## src/rtl/vec_element_sequencer.sv

```systemverilog
// Element-serial vector sequencer: walks vl elements through read, PE execute and
// write-back, one element every three cycles, then pulses done.
module vec_element_sequencer #(
    parameter int VLMAX = 8,
    parameter int XLEN  = 64,
    localparam int IW   = $clog2(VLMAX),
    localparam int AW   = 5 + IW
) (
    input  logic            clk,
    input  logic            rst_n,
    input  logic            req_valid,
    output logic            req_ready,
    input  logic [5:0]      req_funct6,
    input  logic [4:0]      req_vs1,
    input  logic [4:0]      req_vs2,
    input  logic [4:0]      req_vd,
    input  logic [3:0]      req_vl,
    output logic [AW-1:0]   rd_addr_a,
    output logic [AW-1:0]   rd_addr_b,
    input  logic [XLEN-1:0] rd_data_a,
    input  logic [XLEN-1:0] rd_data_b,
    output logic [XLEN-1:0] pe_a,
    output logic [XLEN-1:0] pe_b,
    output logic [5:0]      pe_funct6,
    input  logic [XLEN-1:0] pe_result,
    output logic            wr_en,
    output logic [AW-1:0]   wr_addr,
    output logic [XLEN-1:0] wr_data,
    output logic            busy,
    output logic            done
);

    // state | meaning
    // IDLE  | ready for a request
    // RD    | drive read addresses for element idx
    // EX    | read data to PE, capture result
    // WB    | write result of element idx
    // FIN   | one-cycle done pulse
    typedef enum logic [2:0] {
        IDLE = 3'd0,
        RD   = 3'd1,
        EX   = 3'd2,
        WB   = 3'd3,
        FIN  = 3'd4
    } state_t;

    localparam int VW = IW + 1;

    state_t          state_q;
    state_t          state_d;
    logic [5:0]      funct6_q;
    logic [4:0]      vs1_q;
    logic [4:0]      vs2_q;
    logic [4:0]      vd_q;
    logic [VW-1:0]   vl_q;
    logic [IW-1:0]   idx_q;
    logic [XLEN-1:0] wdata_q;

    logic            accept;
    logic            last_elem;
    logic [31:0]     req_vl_w;
    logic [31:0]     vl_clamp_w;
    logic [VW-1:0]   vl_eff;

    assign accept     = req_valid && (state_q == IDLE);
    assign req_vl_w   = 32'(req_vl);
    assign vl_clamp_w = (req_vl_w > $unsigned(VLMAX)) ? $unsigned(VLMAX) : req_vl_w;
    assign vl_eff     = vl_clamp_w[VW-1:0];
    assign last_elem  = ({1'b0, idx_q} == (vl_q - VW'(1)));

    always_ff @(posedge clk or negedge rst_n) begin
        if (!rst_n) begin
            state_q <= IDLE;
        end else begin
            state_q <= state_d;
        end
    end

    always_comb begin
        state_d = state_q;
        case (state_q)
            IDLE: begin
                if (accept) begin
                    state_d = (vl_eff == '0) ? FIN : RD;
                end
            end
            RD:      state_d = EX;
            EX:      state_d = WB;
            WB:      state_d = last_elem ? FIN : RD;
            FIN:     state_d = IDLE;
            default: state_d = IDLE;
        endcase
    end

    // Operation fields, element index and the registered PE result.
    always_ff @(posedge clk or negedge rst_n) begin
        if (!rst_n) begin
            funct6_q <= '0;
            vs1_q    <= '0;
            vs2_q    <= '0;
            vd_q     <= '0;
            vl_q     <= '0;
            idx_q    <= '0;
            wdata_q  <= '0;
        end else begin
            if (accept) begin
                funct6_q <= req_funct6;
                vs1_q    <= req_vs1;
                vs2_q    <= req_vs2;
                vd_q     <= req_vd;
                vl_q     <= vl_eff;
                idx_q    <= '0;
            end
            if (state_q == EX) begin
                wdata_q <= pe_result;
            end
            if ((state_q == WB) && !last_elem) begin
                idx_q <= idx_q + IW'(1);
            end
        end
    end

    always_comb begin
        req_ready = 1'b0;
        busy      = 1'b0;
        done      = 1'b0;
        rd_addr_a = '0;
        rd_addr_b = '0;
        pe_a      = '0;
        pe_b      = '0;
        pe_funct6 = '0;
        wr_en     = 1'b0;
        wr_addr   = '0;
        wr_data   = '0;
        case (state_q)
            IDLE: req_ready = 1'b1;
            RD: begin
                busy      = 1'b1;
                rd_addr_a = {vs1_q, idx_q};
                rd_addr_b = {vs2_q, idx_q};
            end
            EX: begin
                busy      = 1'b1;
                pe_a      = rd_data_a;
                pe_b      = rd_data_b;
                pe_funct6 = funct6_q;
            end
            WB: begin
                busy    = 1'b1;
                wr_en   = 1'b1;
                wr_addr = {vd_q, idx_q};
                wr_data = wdata_q;
            end
            FIN: begin
                busy = 1'b1;
                done = 1'b1;
            end
            default: ;
        endcase
    end

endmodule

```

## config.mk

```make
export PLATFORM = sky130hd
export DESIGN_NAME = vec_element_sequencer
export DESIGN_NICKNAME = d
export VERILOG_FILES = /design/src/rtl/vec_element_sequencer.sv
export SDC_FILE = /design/constraint.sdc
export NUM_CORES = 1
export LEC_CHECK = 0
export CAP_MARGIN = 30
export CORE_AREA = 2 2 173 175
export CTS_CLUSTER_SIZE = 30
export DETAILED_ROUTE_END_ITERATION = 16
export DIE_AREA = 0 0 175 177
export GPL_TIMING_DRIVEN = 0
export PLACE_DENSITY_LB_ADDON = 0.08
export SLEW_MARGIN = 20
export SYNTH_ARGS = -nofsm -noshare
export SYNTH_HDL_FRONTEND = slang
export SYNTH_SLANG_ARGS = --single-unit
export TNS_END_PERCENT = 30
```

## constraint.sdc

```tcl
create_clock -name clk -period 4.9 [get_ports clk]
set_input_delay 0.98 -clock clk [delete_from_list [all_inputs] [get_ports clk]]
set_output_delay 0.98 -clock clk [all_outputs]
set_load 0.02 [all_outputs]
```

==> results.ini <==
[outcome]
status = finished clean

[cells_and_area]
post-route-util_pct = 35.9
drive_gt1_share_pct = 13.0
fin_area_um2 = 10500
fin_nets = 1168
area_delta_synth_final_pct = 101

[clock_tree]
cts_tree = built
clock_path_buffers = 2
path_clk_slew_ns = 0.07
htreeDepth = 3
clock_latency_ns = 0.35
cts_buffers = 9
post_cts_buffers = 0
post_cts_resized = 0
cts.sinks = 95
cts_root_buf = clkbuf_16
ctsHoldBuffers = 0

[synthesis]
synthesis.area_um2 = 5230
ys_warn_count = 0
synth_top_area_share_pct = 45.5
ys.flop_type = dfrtp_1
avgSynthCellArea_um2 = 10.7
synth_nets = 711
postSynthCellCount = 489
synth_common_cells = and2_1, dfrtp_1, mux2_2
ys_ff_latch = 95
async_reset_ff_share_pct = 100
post_synth_num_cell_types = 35
ys_seq_area_share_pct = 45.5
yosys.area.top_type = dfrtp_1
synth_area_leaders = dfrtp_1, and2_1, mux2_2
synthMostInstantiatedCell = and2_1
synth_edf_count = 0

[setup_path]
crit_buf_inv = 4
cp-start-kind = flop
crit_family = buffers and inverters
crit_slowest_cell = clkdlybuf4s50_1
arrival_ns = 3.13
crit_path_end_kind = output pin
worstSetupPathType = flop to output pin
crit_chain = inv_2, nor3_4, buf_2, clkbuf_1, and2_1, clkdlybuf4s50_1
cp_data_required_time_ns = 3.92
crit_path_max_fanout = 10
max_stage_delay_ns = 0.63

[power_and_ir_drop]
finalPower_w = 0.00575
ir_drop_v = 0.000218
power.density_nw_per_um2 = 548
leakagePower_nw = 4.14

[die]
io_pins = 446
core_region_area_um2 = 29200
fp.dieW_um = 175
dieArea_um2 = 31000
die_y_um = 177
rows = 63
initial_core_util_pct = 17.9

[detailed_routing]
wire_per_inst_um = 19.7
vias = 5148
antenna_left = 0
first_pass_iters = 4
drt_iter0_markers = 136
finalWirelength_mm = 26.5
drc = 0
viasPerCell = 3.83

[global_route]
grt_first_pass_wirelength_mm = 36.8
antenna_found_initial = 9
grt_usage_pct = 16.5
grt_start_max_net_pins = 55
grt_pass1_vias = 5245
grt_overflow = 0

[timing]
hold_viol = 0
tightest_slew_ns = 0.658
rsz0062_at_grt = no
whs_ns = 0.498
slew_headroom_pct = 56.0
fin_ws_ns = 0.790
fin_worst_skew_ns = 0.0107
setup_viol = 0
max_freq_mhz = 243
drv_slew = 0
fin_crit_ns = 4.11
post-route-period-util_pct = 83.9

[place]
portBuffers = 445
place_congestion = 0.758
dp_hpwl_mm = 22.3
place_area_um2 = 10200
dpl_worst_slack_ns = 1.07

[run]
cap_violations = 0

[worst_hold_path]
hold_path_class = flop to flop

[worst reg2reg max path, cell delays in order (launching register included)]
cell and delay, ns:
dfrtp_1 0.48, inv_2 0.08, nor3_4 0.57, buf_2 0.43, mux2_2 0.38
[cell usage in the layout, fill, tap and decap left out, types with 2 or more instances in the layout]
master	Yosys	routed
nand2b_1	2	2
mux2i_1	3	3
clkdlybuf4s50_1	0	444
a31oi_1	2	2
nand2_1	8	8
o21ai_0	4	4
mux2_2	86	86
o21a_1	2	2
clkbuf_16	0	9
clkbuf_1	22	22
a21oi_1	2	2
buf_2	12	12
diode_2	0	3
and2_1	221	221
buf_4	3	3
dfrtp_1	95	95
xnor2_1	2	2
inv_6	0	4
inv_1	4	4
ha_1	2	2
[flip-flops by register name (all words and copies together) (netlist names)]
signal and count:
state_q 3, vl_q 4, wdata_q 64, funct6_q 6, vd_q 5, idx_q 3, vs2_q 5, vs1_q 5
[path summary, 6_finish.rpt]
| path | startpoint | end | slack (ns) | cells past startpoint |
|---|---|---|---|---|
| setup / recovery | state_q[1]$_DFFE_PN0P_ | pe_b[10] | 0.79 | 6 |
| hold / removal | vs1_q[0]$_DFFE_PN0P_ | vs1_q[0]$_DFFE_PN0P_ | 0.50 | 1 |
| setup reg to reg | state_q[1]$_DFFE_PN0P_ | wdata_q[31]$_DFFE_PN0P_ | 2.85 | 4 |
| hold reg to reg | vs1_q[0]$_DFFE_PN0P_ | vs1_q[0]$_DFFE_PN0P_ | 0.50 | 1 |
| max in group asynchronous | rst_n | vs2_q[1]$_DFFE_PN0P_ | 3.70 | 2 |
| min in group asynchronous | rst_n | wdata_q[46]$_DFFE_PN0P_ | 0.54 | 1 |
[cells by family (layout without fill, tap and decap cells)]
group	count (synthesis)	count (layout)	share of synthesized area, %
XOR/XNOR	3	3	0.503
multiplexers	89	89	19.1
AND/OR/NAND/NOR	244	244	29.2
flip-flops	95	95	45.5
other	0	3	0
buffers and inverters	43	505	3.61
AO/OA/AOI/OAI	13	13	1.58
adder cells (fa/ha/maj)	2	2	0.479
[metal layers]
layer  global-route usage (%)  wire length [um]  vias up
li1                         -                 -     2491
met1                     19.8             10900     2413
met2                     28.2             13100      223
met3                     6.40              2230       17
met4                     2.88               175        4
met5                        0                25        -
[where the power goes]
part | total [W] | internal [W] | switching [W]
Sequential | 0.00138 | 0.00118 | 0.000192
Clock | 0.000718 | 0.000372 | 0.000347
Combinational | 0.00366 | 0.00186 | 0.00179
Total | 0.00575 | 0.00342 | 0.00233
[cell type report]
type                    count  area, um^2
diodes                      3        7.51
plain buffers              38         170
clock buffers              10         239
clock inverters             6        60.1
fillers                  2965       18700
inverters                   5        18.8
multi-input cells         351        2660
flip-flops and latches     95        2380
well taps                 390         488
repair buffers            446        4480
[metrics by stage]
| stage | TNS, ns | instances |
|---|---|---|
| after floorplan | 0 | 489 |
| final | 0 | 1344 |
| after detailed placement | 0 | 1325 |
| after global routing | 0 | 1342 |
| after CTS | 0 | 1341 |
| after global placement | -130.49 | 1324 |
Note: power is estimated with default switching activity, not from simulation.
